## src/rtl/pipeline_stall_controller_pkg.sv

```systemverilog
// Shared types for the pipeline stall/flush sequencer.
// Holds the memory-wait FSM encoding and the default counter width.
package pipeline_stall_controller_pkg;

  typedef enum logic [1:0] {
    ST_RUN      = 2'd0,
    ST_MEM_WAIT = 2'd1,
    ST_RELEASE  = 2'd2
  } state_t;

  localparam int DEF_CNT_WIDTH = 16;

endpackage

```

## src/rtl/pipeline_stall_controller_sat_counter.sv

```systemverilog
// Saturating up-counter used for the pipeline performance statistics.
// Ports: clk, rst (async, active-high), inc, clr (sync), cnt.
module sat_counter #(
  parameter int W = 16
) (
  input  logic         clk,
  input  logic         rst,
  input  logic         inc,
  input  logic         clr,
  output logic [W-1:0] cnt
);

  always_ff @(posedge clk or posedge rst) begin
    if (rst) begin
      cnt <= '0;
    end else if (clr) begin
      cnt <= '0;
    end else if (inc && (cnt != {W{1'b1}})) begin
      cnt <= cnt + 1'b1;
    end
  end

endmodule

```

## src/rtl/pipeline_stall_controller.sv

```systemverilog
// Central stall/flush sequencer for the 5-stage pipeline.
// In: hazard, branch_taken, mem_req, mem_ready, clr_cnt. Out: freeze/flush/bubble, stats.
import pipeline_stall_controller_pkg::*;

module pipeline_stall_controller #(
  parameter int CNT_WIDTH = DEF_CNT_WIDTH,
  parameter int HAZ_MAX   = 8
) (
  input  logic                 clk,
  input  logic                 rst,
  input  logic                 hazard,
  input  logic                 branch_taken,
  input  logic                 mem_req,
  input  logic                 mem_ready,
  input  logic                 clr_cnt,
  output logic                 freeze_pc,
  output logic                 flush_if,
  output logic                 bubble_id,
  output logic                 freeze_back,
  output logic                 mem_busy,
  output logic [CNT_WIDTH-1:0] stall_cnt,
  output logic [CNT_WIDTH-1:0] flush_cnt,
  output logic                 livelock
);

  localparam logic [7:0] HZ_LIM = 8'(HAZ_MAX);

  state_t     state;
  state_t     state_nxt;
  logic       mem_stall;
  logic       haz_stall;
  logic [7:0] hz_run;

  always_ff @(posedge clk or posedge rst) begin
    if (rst) state <= ST_RUN;
    else     state <= state_nxt;
  end

  always_comb begin
    state_nxt = state;
    mem_stall = 1'b0;
    unique case (state)
      ST_RUN: begin
        if (mem_req && !mem_ready) begin
          mem_stall = 1'b1;
          state_nxt = ST_MEM_WAIT;
        end
      end
      ST_MEM_WAIT: begin
        if (!mem_ready) mem_stall = 1'b1;
        else            state_nxt = ST_RELEASE;
      end
      ST_RELEASE: state_nxt = ST_RUN;
      default:    state_nxt = ST_RUN;
    endcase
  end

  // Outputs are gated by rst so they drop as soon as reset asserts,
  // not only once the state register has been cleared.
  always_comb begin
    freeze_pc   = 1'b0;
    flush_if    = 1'b0;
    bubble_id   = 1'b0;
    freeze_back = 1'b0;
    haz_stall   = 1'b0;
    if (!rst) begin
      if (mem_stall) begin
        freeze_pc   = 1'b1;
        freeze_back = 1'b1;
      end else if (branch_taken) begin
        flush_if  = 1'b1;
        bubble_id = 1'b1;
      end else if (hazard) begin
        freeze_pc = 1'b1;
        bubble_id = 1'b1;
        haz_stall = 1'b1;
      end
    end
  end

  assign mem_busy = (state == ST_MEM_WAIT);

  // livelock latches on the edge where the run length reaches HAZ_MAX+1.
  always_ff @(posedge clk or posedge rst) begin
    if (rst) begin
      hz_run   <= '0;
      livelock <= 1'b0;
    end else if (clr_cnt) begin
      hz_run   <= '0;
      livelock <= 1'b0;
    end else if (haz_stall) begin
      if (hz_run != 8'hff) hz_run <= hz_run + 8'd1;
      if (hz_run == HZ_LIM) livelock <= 1'b1;
    end else begin
      hz_run <= '0;
    end
  end

  sat_counter #(.W(CNT_WIDTH)) u_stall (
    .clk (clk),
    .rst (rst),
    .inc (freeze_pc | freeze_back),
    .clr (clr_cnt),
    .cnt (stall_cnt)
  );

  sat_counter #(.W(CNT_WIDTH)) u_flush (
    .clk (clk),
    .rst (rst),
    .inc (flush_if),
    .clr (clr_cnt),
    .cnt (flush_cnt)
  );

endmodule

```

## config.mk

```make
export PLATFORM = sky130hd
export DESIGN_NAME = pipeline_stall_controller
export DESIGN_NICKNAME = d
export VERILOG_FILES = /design/src/rtl/pipeline_stall_controller_pkg.sv /design/src/rtl/pipeline_stall_controller_sat_counter.sv /design/src/rtl/pipeline_stall_controller.sv
export SDC_FILE = /design/constraint.sdc
export NUM_CORES = 1
export LEC_CHECK = 0
export ABC_AREA = 1
export CAP_MARGIN = 20
export CELL_PAD_IN_SITES_DETAIL_PLACEMENT = 1
export CELL_PAD_IN_SITES_GLOBAL_PLACEMENT = 2
export CORE_ASPECT_RATIO = 0.5
export CORE_MARGIN = 4
export CORE_UTILIZATION = 30
export CTS_BUF_LIST = sky130_fd_sc_hd__clkbuf_16
export CTS_CLUSTER_SIZE = 40
export DETAILED_ROUTE_END_ITERATION = 6
export GPL_ROUTABILITY_DRIVEN = 0
export PLACE_DENSITY = 0.82
export SLEW_MARGIN = 20
export SYNTH_ARGS = -nofsm -noshare
export SYNTH_HDL_FRONTEND = slang
export SYNTH_SLANG_ARGS = --single-unit
export TNS_END_PERCENT = 10
```

## constraint.sdc

```tcl
create_clock -name clk -period 1.85 [get_ports clk]
set_input_delay 0.185 -clock clk [delete_from_list [all_inputs] [get_ports clk]]
set_output_delay 0.185 -clock clk [all_outputs]
set_load 0.01 [all_outputs]
```

== Yosys cells after proc, flatten, opt, wreduce, memory -nomap -nowiden ==
Cells that the tools add are included.

* Register bits: 43
* Input bits: 7
* Output and inout bits: 38
* Logic and storage cells: 58

* Add/subtract/negate cells: 3
* Equal/unequal tests: 8
* Mux-type cells: 30
* Bitwise gates (word level): 1
* Reductions and logical operators: 11

{| class="wikitable"
|+ Operators with widths
! cell !! number
|-
| $mux 16 || 4
|-
| $add 16x1->16 const B || 2
|-
| $ne 16x16->1 const B || 2
|-
| $mux 8 || 3
|-
| $mux 1 || 19
|-
| $add 8x1->8 const B || 1
|-
| $eq 8x4->1 const B || 1
|-
| $ne 8x8->1 const B || 1
|-
| $reduce_bool 2->1 || 4
|-
| $mux 2 || 2
|-
| $ne 2x2->1 const B || 2
|-
| $pmux 2 s2 || 1
|-
| $reduce_and 2->1 || 2
|-
| $logic_and 1x1->1 || 3
|-
| $ne 3x2->1 const B || 1
|-
| $eq 2x1->1 const B || 1
|-
| $logic_not 2->1 || 1
|-
| $pmux 1 s2 || 1
|-
| $logic_not 1->1 || 1
|-
| $or 1x1->1 || 1
|}

== Depth between registers and ports, before layout ==
* Depth after elaboration: 10
* Gate-level depth with buffers: 10
* Gate-level depth less buffers: 9

== Modules after synthesis ==
A second synthesis with hierarchy kept.

* Cell total of the unflattened synthesis: 410
* Area total of the unflattened synthesis: 2837.7 µm²

{| class="wikitable"
|+ By module, submodules not included
! module !! instances !! cells each !! area each (µm²)
|-
| sat_counter || 2 || 159 || 1083.5
|-
| pipeline_stall_controller || 1 || 92 || 670.6
|}

== Least setup slack after synthesis ==
No wires, ideal clock.

* Path type: input-to-reg
* Start point: input port rst
* End point: register u_flush.cnt[2]
* Arrival time: 2027 ps
* Data required time: 1784 ps
* Setup slack: -243 ps
* Stages: 6
* Path buffers: 1
* Path through: inv_1 -> nand3_1 -> nor2_2 -> buf_2 -> nand4_1 -> nand2_1

* Cells in the longest elaborated chain, start to end: 3

{| class="wikitable"
|+ RTL lines
! what !! line !! text
|-
| start: declaration || pipeline_stall_controller.sv:10 || <nowiki>input logic rst,</nowiki>
|-
| $mux 1 || pipeline_stall_controller.sv:66 || <nowiki>if (!rst) begin</nowiki>
|-
| $logic_and 1x1->1 || pipeline_stall_controller_sat_counter.sv:18 || <nowiki>end else if (inc && (cnt != {W{1'b1}})) begin</nowiki>
|-
| $reduce_bool 2->1 (no line) || -- ||
|-
| end signal: assignment || pipeline_stall_controller_sat_counter.sv:19 || <nowiki>cnt <= cnt + 1'b1;</nowiki>
|-
| end: declaration || pipeline_stall_controller_sat_counter.sv:10 || <nowiki>output logic [W-1:0] cnt</nowiki>
|}

No other way between the ends.
A chain may end at the register's enable or synchronous reset.

== Final worst setup path ==
* Start point: register u_flush.cnt[0]
* End point: register u_flush.cnt[11]

* Cells in the longest elaborated chain, start to end: 3
* Elaborated cells between the ends (all ways): 6
* Classes of those cells: add/sub (1); eq/ne (1); mux (2); reduce/logical (2)

{| class="wikitable"
|+ RTL lines
! what !! line
|-
| $add 16x1->16 / $ne 16x16->1 (equally long branches) || pipeline_stall_controller_sat_counter.sv:19, pipeline_stall_controller_sat_counter.sv:18
|-
| $mux 16 / $logic_and 1x1->1 (equally long branches) || pipeline_stall_controller_sat_counter.sv:18
|-
| $mux 16 / $reduce_bool 2->1 (equally long branches) || --
|}

Parallel ways exist; a longest one is shown, timed or not. The select of a mux whose other input is x is not followed.

==> run metrics <==
run status finished, final reports clean; drt wl/cell 14.9 um; Power Density between 500 and 600 nW/um^2; Worst Hold Class input port to async pin; FF-to-FF End u_flush.cnt[11]; number of enable flip-flop cells after synthesis 0; initial antenna violation count 0; Distinct cells, synth 29; mean post-synth cell area 7.12 sq um; Die X roughly 140 um; critical path required time 2.07 ns; layout net count ~460; Post-DRT Antenna Nets 0; worst-skew pair later-pin latency 0.29 ns; number of global-route vias before repair 2934; clk buf depth 2; first-pass GRT wire length about 14000 um; Die ar. 10500 sq um; worst clock skew 0.00624 ns; Clock power frac 0.415; Finish-stage setup viols 0; period utilization 0.906; Die H 74.4 um; ys async rst share 1.00; total grt overflow 0; Clock Pin Slew Worst Setup and Hold Paths 0.06 ns; routed vias 2741; DP HPWL 6340 um; crit-path cells ha_1, nand3_1, inv_2, nand2_1, nor2_2, nor2_4, nor2_4, buf_12, nand2_1, nand2_1; sequential power share 0.479; family with the most delay on the worst path simple AND/OR/NAND/NOR gates; CTS buffer count 5; total negative slack 0 ns; Hold Fails Final Rpt 0; most frequent CP cell nand2_1; max incr delay on CP 0.41 ns; register area share after synthesis 0.407; Post-DP Area 3380 sq um; largest net degree at the start of global routing 42; Slew Viols, Final 0; syn nets ~380; slew margin rel. 0.628; switching share of power 0.241; max_cap viols 0; post-layout min period between 1.5 and 2 ns; R2R Setup Slk 0.17 ns; Slowest-stage cell, CP dfrtp_1; total wire length 8310 um; Slew @ Worst Pin between 0.5 and 0.6 ns; Post-Synthesis Cells ~370; reg2reg start u_flush.cnt[0]; peak supply drop between 300 and 400 uV; Worst Reg-to-Reg Cells 10; Psw 0.483 mW; Main synth FF type dfrtp_1; H-tree levels 2; Sink Count 43; IO Count 45; port buffer count between 40 and 50; Fmax achieved 0.597 GHz; post-route DRC violation count 0; hold buffer count at cts 0; Yosys reg bits 43; Buf/Inv on CP 2; finished layout cell area ~3600 sq um; Final Total Pwr 2.00 mW; startpoint types flop; via/cell ratio ~4.9; Logic pwr share 0.106; Starting Density 0.319; CP Max Fanout 14; CTS tree yes; hold_ws 0.170 ns; Lkg Pwr 1.63 nW; Initial DRC Count ~110; Global Route Usage Sum 0.168; P&R area growth vs syn 35.1%; mapped cell area roughly 2600 sq um; CTS Root Cell clkbuf_16; # diodes 0; layout cell share with drive strength beyond 1 0.126; Setup CP Type flop to flop; Internal 1.52 mW; Critical Path Sink Type flop; YS warnings 0; area of the core 8290 sq um; Critical Path AT 1.90 ns; drt pass-1 iters 4; Rows 23
cell usage after synthesis (2+ instances only):
master,count,area (sq um)
nand4_1,28,175
nor2_2,6,37.5
xor2_1,11,96.3
dfrtp_1,43,1080
nand2_1,133,499
nor2_1,50,188
inv_1,26,97.6
a21oi_1,3,15.0
o21bai_1,6,45.0
inv_2,2,7.51
buf_6,2,22.5
o21ai_0,11,55.1
ha_1,4,50.1
nand3_1,23,115
nor2_4,3,33.8
o31ai_1,2,15.0
or2_2,3,18.8
clkbuf_1,4,15.0
stage by stage:
| stage | util | cells | worst slack [ns] |
|---|---|---|---|
| 2_1_floorplan | - | 371 | 0.156 |
| 3_3_place_gp | 0.408 | 546 | 0.0413 |
| 3_5_place_dp | 0.408 | 546 | -0.0204 |
| 4_1_cts | 0.423 | 552 | 0.0421 |
| 5_1_grt | 0.431 | 557 | -0.0248 |
| 6_report | 0.431 | 557 | 0.174 |
power by group through the flow:
| stage | clock network [mW] | logic (mW) | registers, mW |
|---|---|---|---|
| 6_report | 0.829 | 0.212 | 0.958 |
| 5_1_grt | 0.902 | 0.235 | 0.958 |
| 4_1_cts | 0.862 | 0.205 | 0.957 |
| 3_5_place_dp | 0 | 0.206 | 0.975 |
| 3_3_place_gp | 0 | 0.201 | 0.974 |
| 2_1_floorplan | 0 | 0.0959 | 0.977 |
per-layer routing:
| metal | track usage | part of all wire | vias up |
|---|---|---|---|
| li1 | - | - | 1345 |
| met1 | 0.203 | 0.45 | 1352 |
| met2 | 0.309 | 0.50 | 35 |
| met3 | 0.0437 | 0.038 | 9 |
| met4 | 0.0376 | 0.0089 | 0 |
| met5 | 0 | 0 | - |
cell type report:
cell class              count  area (sq um)
well taps                 112           140
fillers                  1057          4720
flip-flops and latches     43          1080
inverters                  29           113
clock inverters             1          3.75
clock buffers               5           125
repair buffers             76           692
multi-input cells         291          1420
flip-flops by register name, summed over array words and instances, names as in the netlist:
signal       flops
livelock         1
hz_run           8
u_flush.cnt     16
state            2
u_stall.cnt     16
how the worst max path moves through the flow:
stage	endpoint	slack, ns	depth (start not counted)	startpoint
after floorplan	u_flush.cnt[2]	0.16	7	rst
after global placement	freeze_pc	0.04	7	mem_ready
after detailed placement	u_flush.cnt[9]	-0.02	8	rst
after CTS	flush_if	0.04	4	state[0]
after global routing	hz_run[4]	-0.02	7	hz_run[0]
final	u_flush.cnt[11]	0.17	10	u_flush.cnt[0]
placed cells by master, fill, tap and decap left out, drive strengths merged, types with 5 or more instances in the layout:
cell | synthesis | layout
buf | 4 | 32
clkbuf | 4 | 5
clkdlybuf4s50 | 0 | 40
dfrtp | 43 | 43
inv | 28 | 28
nand2 | 134 | 134
nand3 | 23 | 23
nand4 | 28 | 28
nor2 | 59 | 59
o21ai | 13 | 13
o21bai | 6 | 6
xor2 | 11 | 11
logic make-up (layout without fill, tap and decap cells):
kind of cell             count (synthesis)  after routing  synth area share
flip-flops                              43             43             0.407
adder cells (fa/ha/maj)                  4              4            0.0189
XOR/XNOR                                12             12            0.0398
AND/OR/NAND/NOR                        249            249             0.411
buffers and inverters                   37            111            0.0602
AO/OA/AOI/OAI                           26             26            0.0625
repair_timing:
item | CTS | global route
setup endpoints to repair | 4 | 22
hold endpoints to repair | 0 | 0
gates resized for setup | 4 | 3
buffers inserted | 0 | 5
pin swaps | 0 | 3
No activity file was read; power rests on OpenSTA's default activity.
